## src/rtl/shift_seq.sv

```systemverilog
// shift_seq: multi-cycle RV32 SLL/SRL/SRA sequencer built on a narrow shifter.
// Moves the operand at most STEP bits per cycle. It accepts one op at a time from
// issue and holds the result until writeback takes it.
// Ports:
//   clk_i, rst_i          clock, synchronous active-high reset
//   flush_i               abort any in-flight op and drop its result
//   req_valid_i/ready_o   request handshake (ready only in IDLE)
//   funct3_i, funct7_i    001 = SLL; 101 = SRL, or SRA when funct7_i is set
//   op1_i, op2_i          value to shift, shift amount (op2_i[4:0] only)
//   res_valid_o/ready_i   result handshake
//   res_o                 shifted result, qualified by res_valid_o
//   busy_o                sequencer not in IDLE
module shift_seq #(
  parameter int unsigned XLEN = 32,
  parameter int unsigned STEP = 4
) (
  input  logic            clk_i,
  input  logic            rst_i,
  input  logic            flush_i,
  input  logic            req_valid_i,
  output logic            req_ready_o,
  input  logic [2:0]      funct3_i,
  input  logic            funct7_i,
  input  logic [XLEN-1:0] op1_i,
  input  logic [XLEN-1:0] op2_i,
  output logic            res_valid_o,
  input  logic            res_ready_i,
  output logic [XLEN-1:0] res_o,
  output logic            busy_o
);

  // Remaining-count width; one bit wider than a shamt so STEP=32 fits.
  localparam int unsigned CW = 6;

  typedef enum logic [1:0] {IDLE, BUSY, DONE} state_e;
  typedef enum logic [1:0] {M_SLL, M_SRL, M_SRA} mode_e;

  state_e          state_q, state_d;
  mode_e           mode_q, mode_in;
  logic [XLEN-1:0] val_q, val_shift;
  logic [CW-1:0]   rem_q, rem_in, rem_nxt, k_c;
  logic            ready_d, valid_d, busy_d;
  logic            accept_c, load_res_c;
  logic            unused_op2;

  assign unused_op2 = ^op2_i[XLEN-1:5];
  assign accept_c   = req_valid_i && req_ready_o;

  // Decode an incoming request; unsupported funct3 becomes a zero-length shift.
  always_comb begin
    mode_in = M_SLL;
    rem_in  = '0;
    case (funct3_i)
      3'b001: begin
        mode_in = M_SLL;
        rem_in  = {1'b0, op2_i[4:0]};
      end
      3'b101: begin
        mode_in = funct7_i ? M_SRA : M_SRL;
        rem_in  = {1'b0, op2_i[4:0]};
      end
      default: begin
        mode_in = M_SLL;
        rem_in  = '0;
      end
    endcase
  end

  // Narrow shift step: move min(STEP, rem) bits this cycle.
  always_comb begin
    k_c     = (rem_q < CW'(STEP)) ? rem_q : CW'(STEP);
    rem_nxt = rem_q - k_c;
    case (mode_q)
      M_SRL:   val_shift = val_q >> k_c;
      M_SRA:   val_shift = $signed(val_q) >>> k_c;
      default: val_shift = val_q << k_c;
    endcase
  end

  // State register plus registered handshake/status outputs.
  always_ff @(posedge clk_i) begin
    if (rst_i) begin
      state_q     <= IDLE;
      req_ready_o <= 1'b1;
      res_valid_o <= 1'b0;
      busy_o      <= 1'b0;
    end else begin
      state_q     <= state_d;
      req_ready_o <= ready_d;
      res_valid_o <= valid_d;
      busy_o      <= busy_d;
    end
  end

  // Next-state logic; flush overrides everything except reset.
  always_comb begin
    state_d = state_q;
    case (state_q)
      IDLE: if (accept_c) state_d = (rem_in != '0) ? BUSY : DONE;
      BUSY: if (rem_nxt == '0) state_d = DONE;
      DONE: if (res_ready_i) state_d = IDLE;
      default: state_d = IDLE;
    endcase
    if (flush_i) state_d = IDLE;
  end

  // Output decode of the upcoming state, registered above.
  always_comb begin
    ready_d    = (state_d == IDLE);
    valid_d    = (state_d == DONE);
    busy_d     = (state_d != IDLE);
    load_res_c = (state_q != DONE) && (state_d == DONE);
  end

  // Datapath: operand/count registers and the held result.
  always_ff @(posedge clk_i) begin
    if (rst_i) begin
      val_q  <= '0;
      rem_q  <= '0;
      mode_q <= M_SLL;
      res_o  <= '0;
    end else if (flush_i) begin
      rem_q <= '0;
    end else begin
      case (state_q)
        IDLE: begin
          if (accept_c) begin
            val_q  <= op1_i;
            rem_q  <= rem_in;
            mode_q <= mode_in;
          end
        end
        BUSY: begin
          val_q <= val_shift;
          rem_q <= rem_nxt;
        end
        default: ;
      endcase
      // Capture the result only on entry to DONE so res_o holds otherwise.
      if (load_res_c) res_o <= (state_q == IDLE) ? op1_i : val_shift;
    end
  end

endmodule

```

## config.mk

```make
export PLATFORM = sky130hd
export DESIGN_NAME = shift_seq
export DESIGN_NICKNAME = d
export VERILOG_FILES = /design/src/rtl/shift_seq.sv
export SDC_FILE = /design/constraint.sdc
export NUM_CORES = 1
export LEC_CHECK = 0
export CAP_MARGIN = 10
export CORE_MARGIN = 2
export CORE_UTILIZATION = 46
export CTS_CLUSTER_SIZE = 10
export DETAILED_ROUTE_END_ITERATION = 16
export GPL_ROUTABILITY_DRIVEN = 1
export PLACE_DENSITY = 0.81
export REMOVE_ABC_BUFFERS = 1
export SYNTH_ARGS = -nofsm -noshare
export SYNTH_HDL_FRONTEND = slang
export SYNTH_SLANG_ARGS = --single-unit
```

## constraint.sdc

```tcl
create_clock -name clk_i -period 9.8 [get_ports clk_i]
set_input_delay 1.96 -clock clk_i [delete_from_list [all_inputs] [get_ports clk_i]]
set_output_delay 1.96 -clock clk_i [all_outputs]
set_load 0.01 [all_outputs]
```

[After elaboration in Yosys (flattened, before gate mapping)]
Cells that the tools add are included.
Word-level totals
  register bits: 77
  bits of input ports: 73
  output and inout port bits: 35
  logic and storage cells: 53
Operators by class
  add/subtract/negate cells: 1
  order comparisons: 1
  equal/unequal tests: 9
  shift-type cells: 3
  mux-type cells: 16
  bitwise logic cells: 1
  reduce and logical (&&, ||, !) cells: 14
Operator list (count)
  32-bit one-hot mux with 2 select lines: 2
  32-bit 2-to-1 mux: 2
  32-bit by 6-bit << shifter with 32-bit output: 1
  32-bit by 6-bit right shift with 32-bit output: 1
  32-bit by 6-bit >>> shifter with 32-bit output: 1
  2-bit 2-to-1 mux: 7
  6-bit 2-to-1 mux: 2
  6-bit one-hot mux with 2 select lines: 1
  2-bit equality test (second input constant): 3
  6-bit logical NOT: 1
  6-bit by 3-bit less-than comparator with 1-bit output (second input constant): 1
  2-bit one-hot mux with 3 select lines: 1
  3-bit AND reduction: 2
  6-bit nonzero test: 1
  6-bit subtractor: 1
  5-bit 2-to-1 mux: 1
  2-bit by 1-bit equality test with 1-bit output (second input constant): 2
  2-bit logical NOT: 2
  2-bit != test (second input constant): 2
  2-bit AND reduction: 2
  2-bit nonzero test: 2
  2-bit OR reduction: 2
  3-bit by 1-bit equality test with 1-bit output (second input constant): 1
  3-bit equality test (second input constant): 1
  other kinds (2): 3

[Logic depth before layout (Yosys ltp)]
  depth in word-level cells: 11
  gate-level depth with buffers: 17
  mapped depth without buffers: 10

[Worst setup path before layout]
Ideal clock, no wire load.
  path type: input to register
  from: input op2_i[1]
  to: register res_o[27]
  library setup time: 131 ps
  arrival time: 3618 ps
  required time: 9669 ps
  slack: 6052 ps
  stages on the path: 8
  path buffers: 2
  cell sequence: or4_1 o21ai_0 nand2_1 o21a_1 clkbuf_1 clkbuf_1 a31oi_1 o21ai_0
On the way
  longest elaborated chain between the ends: 9
Ends and longest elaborated chain
  start: declaration: RTL line 25  | input logic [XLEN-1:0] op2_i,
  5-bit 2-to-1 mux: RTL line 53  | case (funct3_i)
  6-bit nonzero test: RTL line 99  | IDLE: if (accept_c) state_d = (rem_in != '0) ? BUSY : DONE;
  2-bit 2-to-1 mux (2 in series): RTL line 99
  2-bit one-hot mux with 3 select lines: RTL line 98  | case (state_q)
  2-bit 2-to-1 mux: RTL line 104  | if (flush_i) state_d = IDLE;
  2-bit equality test: RTL line 112  | load_res_c = (state_q != DONE) && (state_d == DONE);
  1-bit logical AND: RTL line 112
  2-bit AND reduction (no source line)
  end signal: assignment: RTL line 140  | if (load_res_c) res_o <= (state_q == IDLE) ? op1_i : val_shift;
  end: declaration: RTL line 28  | output logic [XLEN-1:0] res_o,
No other way between the ends.
A chain may end at the register's enable or synchronous reset.

[Worst setup path in the final report]
  from: input req_valid_i
  to: register res_o[29]
On the way
  longest elaborated chain between the ends: 7
Ends and longest elaborated chain
  start: declaration: RTL line 20  | input logic req_valid_i,
  1-bit logical AND: RTL line 47  | assign accept_c = req_valid_i && req_ready_o;
  2-bit 2-to-1 mux: RTL line 99
  2-bit one-hot mux with 3 select lines: RTL line 98
  2-bit 2-to-1 mux: RTL line 104
  2-bit equality test: RTL line 112
  1-bit logical AND: RTL line 112
  2-bit AND reduction (no source line)
No other way between the ends.

==> run metrics <==
status=complete, no violations; H-tree levels=3; Syn Std Cell Area=6020 sq um; FP Rows=41; flip-flop and latch area=1540 sq um; Switching Fraction=29.7%; # port buffers=80; vias in the first global route=6359; LEAKAGE=2.35 nW; flops & latches, synth=77; vias per cell=6.74; vias after detailed routing=7032; Critical Path AT=4.81 ns; final setup fails=0; CP startpoint kind=input pin; Post-DRT Antenna Nets=0; crit path kind=input pin to flip-flop; RSZ-0062 raised after global routing=no; delay-heaviest family, CP=compound AO/OA/AOI/OAI gates; Avg Cell Area, Syn=7.10 sq um; ANT cells=0; Routed WL=20300 um; DIE AREA=14000 sq um; crit-path cells=clkdlybuf4s50_1 -> a21oi_1 -> nor3_2 -> buf_4 -> nand2_1 -> o21a_1 -> buf_4 -> or3_1 -> o21ai_0 -> a311oi_1; Worst-path clk slew=0.06 ns; drt pass-1 iters=5; number of max-cap violations=0; Post-synth EDFFs=0; crit path time final=4.55 ns; Layout area overhead=17.0%; Total GRT Usage=28.6%; IO Pins=108; Ys Warns=0; pins over their slew limit=0; share of cells above drive strength 1=7.35%; combinational share of power=21.2%; Distinct cells, synth=80; final setup skew=0.0101 ns; post_cts resized=0; area taken by multi-input logic gates=4040 sq um; Skew-Pair Late Insertion Delay=0.36 ns; VDD IR max=0.000125 V; dpl hpwl=12900 um; largest net degree at the start of global routing=77; switching component of the power=259 uW; most common flop cell mapped by yosys=dfxtp_1; Worst path max stage delay=0.67 ns; Setup Buffers After CTS=0; Cells after Synth=848; Power Total=872 uW; FFs w/ async S/R, synth=0%; Final TNS setup=0 ns; Initial DRC Count=1028; worst slew pin tran=1.20 ns; Clk network pwr share=38.8%; Sink Count=77; DR WL/cell=19.4 um; Final Cell Area=7040 sq um; Crit path top cell by count=buf_4; final worst-path cycle share=46.4%; post-synthesis sequential area ratio=25.6%; Critical Path End Type=flip-flop; Critical Path Slowest Stage Cell=o21a_1; CTS tree=done; placed cell area=6750 sq um; PwrDens=124 nW/um^2; core area=12700 sq um; initial antenna violation count=0; Critical path buffers and inverters=3; Worst Path Required=10.06 ns; crit-path max FO=31; Die Ht=118 um; RePlAce Congestion=0.952; layout net count=942; clock buffer depth=2; HP Class=flip-flop to flip-flop; FMAX=220 MHz; root buffer cell=clkbuf_16; Fin. Hold Viols=0; # DRC=0; Chip Width=118 um; final-layout fill cell count=1287; first-pass GRT wire length=33200 um; gr ovfl total=0; total CTS buffers=9; CTS hold repair buffers=0; Pint=613 uW; Initial Util=47.3%; slew margin rel.=20.0%; Reg power frac=40.0%
[cell type report]
type,count,share of cell area [%]
Inverter,13,0.693
Clock buffer,12,3.50
Multi-Input combinational cell,670,57.3
Timing Repair Buffer,95,12.9
Sequential cell,77,21.9
Tap cell,172,3.06
Clock inverter,4,0.675
[final timing paths]
| check | start | to | slack, ns | cells past startpoint |
|---|---|---|---|---|
| worst max-delay path | req_valid_i | res_o[29] | 5.25 | 10 |
| worst min-delay path | res_o[2] | res_o[2] | 0.45 | 2 |
| worst max register to register | rem_q[5] | res_o[22] | 6.08 | 9 |
| worst min register to register | res_o[2] | res_o[2] | 0.45 | 2 |
[per-stage QoR]
step                      worst slack [ns]  utilization (%)  hold slack (ns)  cells
final                                 5.25             55.4            0.450   1043
after global routing                  5.01             55.4            0.474   1043
after CTS                             5.31             55.4            0.454   1043
after detailed placement              4.96             53.0            0.446   1027
after global placement                5.03             53.0            0.443   1027
after floorplan                       4.33                -            0.460    760
[synthesized netlist by cell type (4+ instances only)]
master    instances  share of area (%)
o221ai_1          7                1.0
nor3_1           45                3.7
o21ai_1           4               0.33
mux2i_1           7                1.2
a211oi_1         12                1.5
nor2b_1           8               0.83
nand2b_1          7               0.73
nor2_1           66                4.1
o21a_1            4               0.50
or2_2             7               0.73
a31oi_1          22                2.3
nand4_1           6               0.62
buf_2            18                1.5
a221oi_1         10                1.5
or3_1            13                1.4
nand2_1          53                3.3
o31ai_1           9                1.1
a21oi_1         103                8.6
dfxtp_1          77                 26
clkbuf_1         60                3.7
nand3_1          27                2.2
o21ai_0          77                6.4
nor3_2            5               0.83
a221oi_2          4                1.0
and3_1           35                3.6
o32ai_1           8                1.2
buf_6             5               0.94
o211ai_1         19                2.4
inv_1            13               0.81
and4_1            4               0.58
o22ai_1          31                3.2
[power groups by stage]
stage	sequential (mW)	clock, mW	combinational [mW]
global route	0.351	0.359	0.201
global placement	0.354	0	0.178
detailed placement	0.354	0	0.180
finish	0.349	0.338	0.185
CTS	0.348	0.342	0.181
floorplan	0.354	0	0.103
[tightest hold or removal path, stage by stage, from the launching register on]
cell,delay [ns]
dfxtp_1,0.31
nand3_1,0.06
nand2_1,0.04
[per-layer routing]
| layer | up-vias | global-route usage [%] | wire, um |
|---|---|---|---|
| met4 | 0 | 9.45 | 376 |
| met1 | 3290 | 38.1 | 8750 |
| met3 | 41 | 6.90 | 1870 |
| met5 | - | 0 | 0 |
| li1 | 3263 | - | - |
| met2 | 438 | 45.1 | 9290 |
[logic make-up after synthesis]
group                    Yosys count  synth area share (%)
adder cells (fa/ha/maj)            3                 0.624
buffers and inverters            101                  7.48
AO/OA/AOI/OAI                    358                  38.2
XOR/XNOR                           3                 0.437
AND/OR/NAND/NOR                  295                  25.5
multiplexers                      10                  2.10
other                              1                0.0623
flip-flops                        77                  25.6
[cell usage in the layout, fill, tap and decap left out, types with 9 or more instances in the layout]
cell type        instances
buf_4                   15
dfxtp_1                 77
clkdlybuf4s50_1         79
a211oi_1                12
nor3_1                  44
o211ai_1                19
a21oi_1                103
inv_1                   13
o31ai_1                  9
or3_1                   13
and3_1                  35
nand2_1                 53
nand3_1                 27
clkbuf_16                9
a221oi_1                10
o22ai_1                 31
o21ai_0                 77
a31oi_1                 22
nor2_1                  66
[registers in the layout (all words and copies together) (netlist names)]
signal and flops:
mode_q 2, rem_q 6, state_q 2, val_q 32
req_ready_o 1, res_o 32, res_valid_o 1, busy_o 1
(Power assumes the default switching activity.)
